`config.mk`:
```
export PLATFORM = sky130hd
export DESIGN_NAME = fp_addsub_seq
export DESIGN_NICKNAME = d
export VERILOG_FILES = /design/src/rtl/fp_addsub_seq.sv
export SDC_FILE = /design/constraint.sdc
export NUM_CORES = 1
export LEC_CHECK = 0
export ABC_AREA = 1
export CAP_MARGIN = 0
export CORE_MARGIN = 2
export CORE_UTILIZATION = 37
export CTS_BUF_LIST = sky130_fd_sc_hd__clkbuf_4 sky130_fd_sc_hd__clkbuf_8
export CTS_CLUSTER_DIAMETER = 40
export DETAILED_ROUTE_END_ITERATION = 7
export GPL_TIMING_DRIVEN = 0
export PLACE_DENSITY = 0.58
export REMOVE_ABC_BUFFERS = 1
export SLEW_MARGIN = 20
export SYNTH_ARGS = -nofsm -noshare
export SYNTH_HDL_FRONTEND = slang
export SYNTH_SLANG_ARGS = --single-unit
```
`constraint.sdc`:
```
create_clock -name clk -period 7.1 [get_ports clk]
set_input_delay 1.42 -clock clk [delete_from_list [all_inputs] [get_ports clk]]
set_output_delay 1.42 -clock clk [all_outputs]
set_load 0.02 [all_outputs]
```
`src/rtl/fp_addsub_seq.sv`:
```
// fp_addsub_seq
//   Multi-cycle floating-point adder/subtractor. One operation walks through
//   ALIGN -> ADD -> NORM -> ROUND and reports on a one-cycle done pulse.
//   Inputs with a zero exponent are flushed to zero; subnormals are never
//   produced. Infinite/NaN inputs and exponent overflow saturate to infinity.
//
// Configuration macro:
//   FP_ADDSUB_RNE_EN  defined  -> ROUND applies round-to-nearest-even
//                     undefined -> ROUND truncates (same 4-cycle latency)
//
// Ports:
//   clk       in   clock, rising edge
//   rst       in   synchronous active-high reset
//   start     in   operation request, accepted only when idle
//   mode      in   0 = op1+op2, 1 = op1-op2
//   op1, op2  in   operands {sign, exp, man}
//   busy      out  operation in flight (through the done cycle)
//   done      out  one-cycle pulse, result/flags valid
//   result    out  sum/difference, held until the next done
//   overflow  out  result saturated to infinity or an input was inf/NaN
//   zero      out  result is +0
module fp_addsub_seq #(
  parameter int EXP_W = 8,
  parameter int MAN_W = 23
) (
  input  logic                   clk,
  input  logic                   rst,
  input  logic                   start,
  input  logic                   mode,
  input  logic [EXP_W+MAN_W:0]   op1,
  input  logic [EXP_W+MAN_W:0]   op2,
  output logic                   busy,
  output logic                   done,
  output logic [EXP_W+MAN_W:0]   result,
  output logic                   overflow,
  output logic                   zero
);

  localparam int W  = 1 + EXP_W + MAN_W;
  localparam int FW = MAN_W + 1;   // mantissa including hidden bit
  localparam int XW = FW + 3;      // mantissa plus guard, round, sticky
  localparam int EW = EXP_W + 2;   // signed working exponent
  localparam logic [EXP_W-1:0]        EXP_ONES = '1;
  localparam logic signed [EW-1:0]    EXP_MAX  = {2'b00, {EXP_W{1'b1}}};

  typedef enum logic [2:0] {IDLE, ALIGN, ADD, NORM, ROUND} state_t;
  state_t state, state_next;

  logic                    sa, sb;
  logic [EXP_W-1:0]        ea, eb;
  logic [MAN_W-1:0]        ma, mb;
  logic                    sign_r, sub_r, special_r, mag_zero_r;
  logic signed [EW-1:0]    exp_r;
  logic [FW-1:0]           big_r;
  logic [XW-1:0]           small_r;
  logic [XW:0]             sum_r;
  logic [XW-1:0]           norm_r;

  // State register
  always_ff @(posedge clk) begin
    if (rst) state <= IDLE;
    else     state <= state_next;
  end

  // Fixed walk through the four stages once a start is accepted
  always_comb begin
    state_next = state;
    case (state)
      IDLE:    if (start) state_next = ALIGN;
      ALIGN:   state_next = ADD;
      ADD:     state_next = NORM;
      NORM:    state_next = ROUND;
      ROUND:   state_next = IDLE;
      default: state_next = IDLE;
    endcase
  end

  assign busy = (state != IDLE) || done;

  // Alignment: order operands by magnitude, then shift the smaller one right
  // keeping guard and round bits and OR-ing everything below into sticky.
  logic               a_ge_b;
  logic [EXP_W-1:0]   ex_big, ex_small, diff;
  logic [FW-1:0]      mant_big, mant_small;
  logic [2*FW+1:0]    shift_wide;
  logic [XW-1:0]      small_aligned;
  always_comb begin
    a_ge_b     = {ea, ma} >= {eb, mb};
    ex_big     = a_ge_b ? ea : eb;
    ex_small   = a_ge_b ? eb : ea;
    mant_big   = a_ge_b ? {ea != '0, ma} : {eb != '0, mb};
    mant_small = a_ge_b ? {eb != '0, mb} : {ea != '0, ma};
    diff       = ex_big - ex_small;
    shift_wide = {mant_small, {(FW+2){1'b0}}} >> diff;
    if (int'(diff) > MAN_W + 2)
      small_aligned = {{(XW-1){1'b0}}, |mant_small};
    else
      small_aligned = {shift_wide[2*FW+1:FW], |shift_wide[FW-1:0]};
  end

  // Leading-zero count of the non-carry sum; highest set bit wins
  int lzc;
  always_comb begin
    lzc = XW;
    for (int i = 0; i < XW; i++)
      if (sum_r[i]) lzc = XW - 1 - i;
  end

  // Rounding and the final special-case decision
  logic                  inc;
  logic [FW:0]           rounded;
  logic signed [EW-1:0]  exp_fin;
  logic [MAN_W-1:0]      mant_fin;
  logic [W-1:0]          res_next;
  logic                  ovf_next, zero_next;
  always_comb begin
`ifdef FP_ADDSUB_RNE_EN
    inc = norm_r[2] & (norm_r[1] | norm_r[0] | norm_r[3]);
`else
    inc = 1'b0;
`endif
    rounded  = {1'b0, norm_r[XW-1:3]} + {{FW{1'b0}}, inc};
    exp_fin  = exp_r;
    mant_fin = rounded[MAN_W-1:0];
    if (rounded[FW]) begin
      exp_fin  = exp_r + EW'(1);
      mant_fin = rounded[MAN_W:1];
    end
    res_next  = '0;
    ovf_next  = 1'b0;
    zero_next = 1'b0;
    if (special_r) begin
      res_next = {sign_r, EXP_ONES, {MAN_W{1'b0}}};
      ovf_next = 1'b1;
    end else if (mag_zero_r || exp_fin[EW-1] || exp_fin == '0) begin
      zero_next = 1'b1;
    end else if (exp_fin >= EXP_MAX) begin
      res_next = {sign_r, EXP_ONES, {MAN_W{1'b0}}};
      ovf_next = 1'b1;
    end else begin
      res_next = {sign_r, exp_fin[EXP_W-1:0], mant_fin};
    end
  end

`ifndef FP_ADDSUB_RNE_EN
  // Guard/round/sticky are still carried through NORM but discarded here
  logic unused_grs;
  assign unused_grs = ^norm_r[2:0];
`endif

  // Datapath: each state loads the registers for the following stage.
  // Operand 2's sign is flipped at capture so the rest is a plain add.
  always_ff @(posedge clk) begin
    if (rst) begin
      done     <= 1'b0;
      result   <= '0;
      overflow <= 1'b0;
      zero     <= 1'b0;
    end else begin
      done <= 1'b0;
      case (state)
        IDLE: if (start) begin
          sa <= op1[W-1];
          ea <= op1[W-2 -: EXP_W];
          ma <= (op1[W-2 -: EXP_W] == '0) ? '0 : op1[MAN_W-1:0];
          sb <= op2[W-1] ^ mode;
          eb <= op2[W-2 -: EXP_W];
          mb <= (op2[W-2 -: EXP_W] == '0) ? '0 : op2[MAN_W-1:0];
        end
        ALIGN: begin
          sign_r    <= a_ge_b ? sa : sb;
          sub_r     <= sa ^ sb;
          special_r <= (ea == EXP_ONES) || (eb == EXP_ONES);
          exp_r     <= {2'b00, ex_big};
          big_r     <= mant_big;
          small_r   <= small_aligned;
        end
        ADD: begin
          if (sub_r) sum_r <= {1'b0, big_r, 3'b000} - {1'b0, small_r};
          else       sum_r <= {1'b0, big_r, 3'b000} + {1'b0, small_r};
        end
        NORM: begin
          mag_zero_r <= (sum_r == '0);
          if (sum_r[XW]) begin
            // Carry out: old LSB becomes guard, round/sticky merge into sticky
            norm_r <= {sum_r[XW:2], sum_r[1] | sum_r[0]};
            exp_r  <= exp_r + EW'(1);
          end else begin
            norm_r <= sum_r[XW-1:0] << lzc;
            exp_r  <= exp_r - EW'(lzc);
          end
        end
        ROUND: begin
          result   <= res_next;
          overflow <= ovf_next;
          zero     <= zero_next;
          done     <= 1'b1;
        end
        default: ;
      endcase
    end
  end

endmodule

```
**Yosys cells after proc, flatten, opt, wreduce, memory -nomap -nowiden**

Cells that the tools add are included.
Widths: inputs -> output; s select.

- Add/sub/neg operators: 5
- Magnitude comparators: 3
- Equal/unequal tests: 7
- Shift operators: 2
- Multiplexer cells: 48
- Bitwise gates (word level): 4
- Reductions and logical operators: 20

Operators by type and width:

| kind | number |
|---|---|
| $mux 32 | 28 |
| $shr 50x8->50 | 1 |
| $mux 24 | 2 |
| $reduce_or 24->1 | 2 |
| $shl 27x32->26 | 1 |
| $ge 31x31->1 | 1 |
| $mux 31 | 1 |
| $add 27x27->28 | 1 |
| $logic_not 28->1 | 1 |
| $mux 28 | 1 |
| $sub 27x27->28 | 1 |
| $mux 26 | 1 |
| $pmux 10 s2 | 1 |
| $eq 8x8->1 const B | 2 |
| $logic_not 8->1 | 2 |
| $mux 8 | 2 |
| $reduce_bool 8->1 | 2 |
| $pmux 3 s4 | 1 |
| $add 10x2->10 const B | 1 |
| $ge 10x9->1 const B | 1 |
| $logic_not 10->1 | 1 |
| $mux 10 | 1 |
| $sub 10x10->10 | 1 |
| $mux 1 | 9 |
| 16 further kinds | 24 |

- Flip-flop bits (word level): 221
- Input bits: 68
- Output and inout bits: 36
- Word-level logic and storage cells: 110

**Depth between registers and ports, before layout**

- Depth after elaboration: 30
- Depth in mapped cells: 43
- Mapped depth without buffers: 42

**Least setup slack after synthesis**

OpenSTA, ideal clock, no wires.

- Path kind: in2reg
- From: input rst
- To: register ea[0] (enable)
- Setup time: 0.565 ns
- Data arrival time: 5.983 ns
- Data required time: 6.535 ns
- Slack: 0.553 ns
- Stages on the path: 2
- Buffers on the path: 1
- Cell sequence: clkbuf_1 > nor3_1

- Longest elaborated chain between the ends: 2

Ends and longest elaborated chain:

| element | line | RTL |
|---|---|---|
| start, declared | 27 | `input logic rst,` |
| $not 1->1 (no line) | - |  |
| $reduce_and 3->1 (no line) | - |  |
| end signal, assigned | 164 | `ea <= op1[W-2 -: EXP_W];` |
| end, declared | 50 | `logic [EXP_W-1:0] ea, eb;` |

No other way between the ends.
A chain may end at the register's enable or synchronous reset.

**Worst setup path in the final report**

- From: register ea[0]
- To: register small_r[0], data pin

- Longest elaborated chain between the ends: 6
- Elaborated cells between the ends (all ways): 11
- Those cells by class: add/sub (1); order compare (2); shift (1); mux (4); reduce/logical (3)

Ends and longest elaborated chain:

| element | line | RTL |
|---|---|---|
| $ge 31x31->1 | 88 | `a_ge_b = {ea, ma} >= {eb, mb};` |
| $mux 8 (on tied branches) | 89, 90 |  |
| $sub 8x8->8 | 93 | `diff = ex_big - ex_small;` |
| $shr 50x8->50 | 94 | `shift_wide = {mant_small, {(FW+2){1'b0}}} >> diff;` |
| $reduce_or 24->1 | 98 | `small_aligned = {shift_wide[2*FW+1:FW], \|shift_wide[FW-1:0]};` |
| $mux 1 (*) | 95 | `if (int'(diff) > MAN_W + 2)` |
| named net small_aligned[0] | 86 | `logic [XW-1:0] small_aligned;` |
| end signal, assigned | 176 | `small_r <= small_aligned;` |
| end, declared | 55 | `logic [XW-1:0] small_r;` |

Mark *: on every way through the listed nets, which the timed path passes. The rest lies on a longest branch.

==> impl_results.md <==
- Run status: finished, final reports clean
- Worst ir drop on vdd: 112 µV
- Ports: 104
- Iter 0 DRT Violations: 780
- Mapped cell area: 15700 µm²
- Gp weighted congestion: 0.940
- CTS tree: yes
- P&R area growth vs syn: 16.2%
- Design Power: 3.80 mW
- Die Area: 44000 µm²
- Final setup violation count: 0
- Vias in the first global route: 13348
- Worst EP required: 7.54 ns
- Initial antenna violation count: 0
- Fmax: 0.160 GHz
- Clk network pwr share: 35.6%
- Die Y: 210 µm
- CTS Buf Count: 41
- Critical path launch point type: flop
- Logic gate share of total power: 25.5%
- Fin crit period: 6.26 ns
- Final net count: 2335
- Area occupied by multi-input gates: 8200 µm²
- Post-cts hold buffer count: 0
- Post-synthesis simple-gate area fraction: 30.2%
- Synth unique cells: 60
- Arrival time worst endpoint: 6.70 ns
- Routed Antenna Nets: 0
- Largest net degree at the start of global routing: 93
- FP Rows: 75
- DP HPWL: 33.0 mm
- Hold_sp: small_r[0]
- Slew Limit Headroom: 30.0%
- Register area: 6170 µm²
- TritonCTS Sinks: 218
- Die Span X: 210 µm
- Final hold vios: 0
- H-tree lvl count: 2
- CP Class: flop to flop
- Worst-path clk slew: 0.06 ns
- Post-synthesis sequential area ratio: 39.4%
- Worst Tran Pin Value: 1.05 ns
- Total grt overflow: 0
- Vias per cell: 5.15
- Routed vias: 14116
- Fin Hold WS: 0.456 ns
- Synth Area in Adders: 7.61%
- Critical Path Start: ea[0]
- Total GRT Usage: 19.2%
- Min-Delay Path Depth: 0
- Max-cap viol count: 0
- Fraction of layout cells with a size suffix above 1: 7.22%
- RSZ-0062 raised after global routing: no
- Pwr dens: 209 nW/µm²
- Seq pwr share: 38.9%
- Core area: 41900 µm²
- R2R depth: 24
- Most frequent cells in the layout: 512 x nand2_1, 262 x nand3_1, 239 x inv_1
- CTS Buffer Depth: 3
- Pre-antenna DRT Iters: 5
- Layout fillers: 4311
- Hold Crit Class: flop to flop
- Critical path peak fanout: 32
- CTS Root Buffer Type: clkbuf_8
- Tcrit/Tclk final: 88.2%
- Post-Synthesis Cells: 2107
- Reg-to-Reg Start: ea[0]
- FF+latch count, synth: 218
- Mux cell area share after synthesis: 0.200%
- Synth Area in XOR/XNOR: 2.12%
- Initial Util: 37.4%
- Port buffer count: 103
- Post-Syn Area per Cell: 7.43 µm²
- Routed wire length: 42.1 mm
- Worst-skew pair later-pin latency: 0.59 ns
- WL/cell: 15.4 µm
- Leakage: 7.88 nW
- Switching Fraction: 32.0%
- Combinational family with the most area after synthesis: simple AND/OR/NAND/NOR gates
- Compound-Gate Fraction of Synth Area: 11.6%
- Antenna Cells: 0
- Most common cell after layout, fill and taps aside: nand2_1
- Setup crit end kind: flop
- Pint: 2.59 mW
- Switching power: 1.22 mW
- Worst Skew: 0.0183 ns
- Max Slew Vio Count: 0
- First-pass GRT wire length: 68.2 mm
- DRC errors left: 0
- Ys Warns: 0
-- final timing paths --
kind / to / slack (ns)
hold / removal: sum_r[0] / 0.46
setup / recovery: small_r[0] / 0.84
setup reg to reg: small_r[0] / 0.84
hold reg to reg: sum_r[0] / 0.46
-- layout make-up --
cell class	count	share of cell area [%]
Clock buffer	60	4.09
Timing Repair inverter	1	0.0413
Tap cell	539	3.71
Multi-Input combinational cell	1537	45.1
Sequential cell	218	33.9
Timing Repair Buffer	119	7.00
Clock inverter	12	0.915
Inverter	255	5.28
-- stage by stage --
step | area [µm²] | utilization, % | TNS, ns | worst slack (ns) | cells
after CTS | 18200 | 43.4 | 0 | 0.171 | 2740
after detailed placement | 17300 | 41.3 | 0 | 0.132 | 2668
final | 18200 | 43.5 | 0 | 0.839 | 2741
after floorplan | 15200 | - | 0 | 0.609 | 2010
after global placement | 16900 | 40.4 | -212.66 | -2.66 | 2652
after global routing | 18200 | 43.5 | 0 | 0.325 | 2741
-- worst max-delay path: stages (launching register included) --
cell and delay, ns:
edfxtp_1 0.47, ha_1 0.71, inv_2 0.57, nor3_1 0.13, nand2_1 0.12, a21oi_1 0.06
nor2_1 0.77, nand2_4 0.30, nand2_1 0.20, nand3_2 0.12, nand2_1 0.09, nand3_2 0.11
xor2_2 0.25, buf_8 0.22, inv_1 0.69, nand4_1 0.41, nand2_1 0.18, inv_2 0.03
nand3_1 0.05, nand2_1 0.11, nand2_1 0.14, nand3_1 0.08, nand3_1 0.09, nor2_1 0.04
nor2_1 0.13
-- power by group through the flow --
stage | combinational (mW) | sequential (mW) | clock [mW]
after floorplan | 0.658 | 1.50 | 0
after global placement | 0.922 | 1.51 | 0
after detailed placement | 0.958 | 1.51 | 0
after CTS | 0.963 | 1.48 | 1.39
after global routing | 1.10 | 1.49 | 1.45
final | 0.970 | 1.48 | 1.35
-- state kept, by name, indices dropped and copies added (netlist names), 3 cells and up --
| signal | cells |
|---|---|
| result | 32 |
| sum_r | 28 |
| small_r | 27 |
| big_r | 24 |
| ma | 23 |
| mb | 23 |
| norm_r | 23 |
| exp_r | 10 |
| ea | 8 |
| eb | 8 |
| state | 3 |
-- repair_timing --
action,4_1_cts,5_1_grt
hold endpoints to repair,0,0
setup endpoints to repair,0,2
gates resized for setup,0,3
buffers inserted,0,0
-- synthesized netlist by cell type (all sizes together) --
| master | instances | area share [%] |
|---|---|---|
| mux2 | 1 | 0.072 |
| clkbuf | 63 | 1.5 |
| nor2 | 201 | 5.0 |
| nand4 | 41 | 1.7 |
| nand3b | 2 | 0.096 |
| nor3 | 14 | 0.48 |
| mux2i | 2 | 0.13 |
| a31oi | 4 | 0.16 |
| nor4 | 18 | 0.72 |
| a311oi | 1 | 0.056 |
| and2 | 5 | 0.20 |
| o221ai | 3 | 0.21 |
| o21bai | 5 | 0.24 |
| o21a | 4 | 0.19 |
| or2 | 1 | 0.040 |
| edfxtp | 180 | 35 |
| o32ai | 1 | 0.056 |
| a21boi | 3 | 0.14 |
| a21oi | 136 | 4.4 |
| xor2 | 34 | 1.9 |
| dfxtp | 38 | 4.9 |
| a32oi | 1 | 0.056 |
| o31ai | 10 | 0.48 |
| nand3 | 278 | 9.4 |
| buf | 34 | 1.3 |
| inv | 251 | 6.0 |
| nand2 | 520 | 13 |
| a32o | 2 | 0.13 |
| o22ai | 5 | 0.20 |
| o21ai | 128 | 4.1 |
| a31o | 1 | 0.056 |
| ha | 92 | 7.4 |
| a21o | 1 | 0.048 |
| fa | 2 | 0.26 |
| xnor2 | 3 | 0.17 |
| o41ai | 1 | 0.056 |
| o211ai | 13 | 0.71 |
| a211oi | 3 | 0.14 |
| clkinv | 4 | 0.096 |
| a22oi | 1 | 0.048 |
-- cell families (layout without fill, tap and decap cells) --
kind of cell,Yosys count,after routing
xor gates and xnor gates,37,37
adders and majority gates,94,94
and+or+nand+nor,1080,1080
buffers and inverters,352,447
AOI/OAI and AO/OA,323,323
muxes,3,3
DFF,218,218
-- routing by layer --
metal / wire length (µm) / share of wire, % / global-route usage [%]
met3: 1470 / 3.5 / 2.60
met5: 0 / 0 / 0
met2: 20700 / 49 / 33.8
met4: 1460 / 3.5 / 7.70
met1: 18400 / 44 / 23.8
No activity file was read; power rests on OpenSTA's default activity.
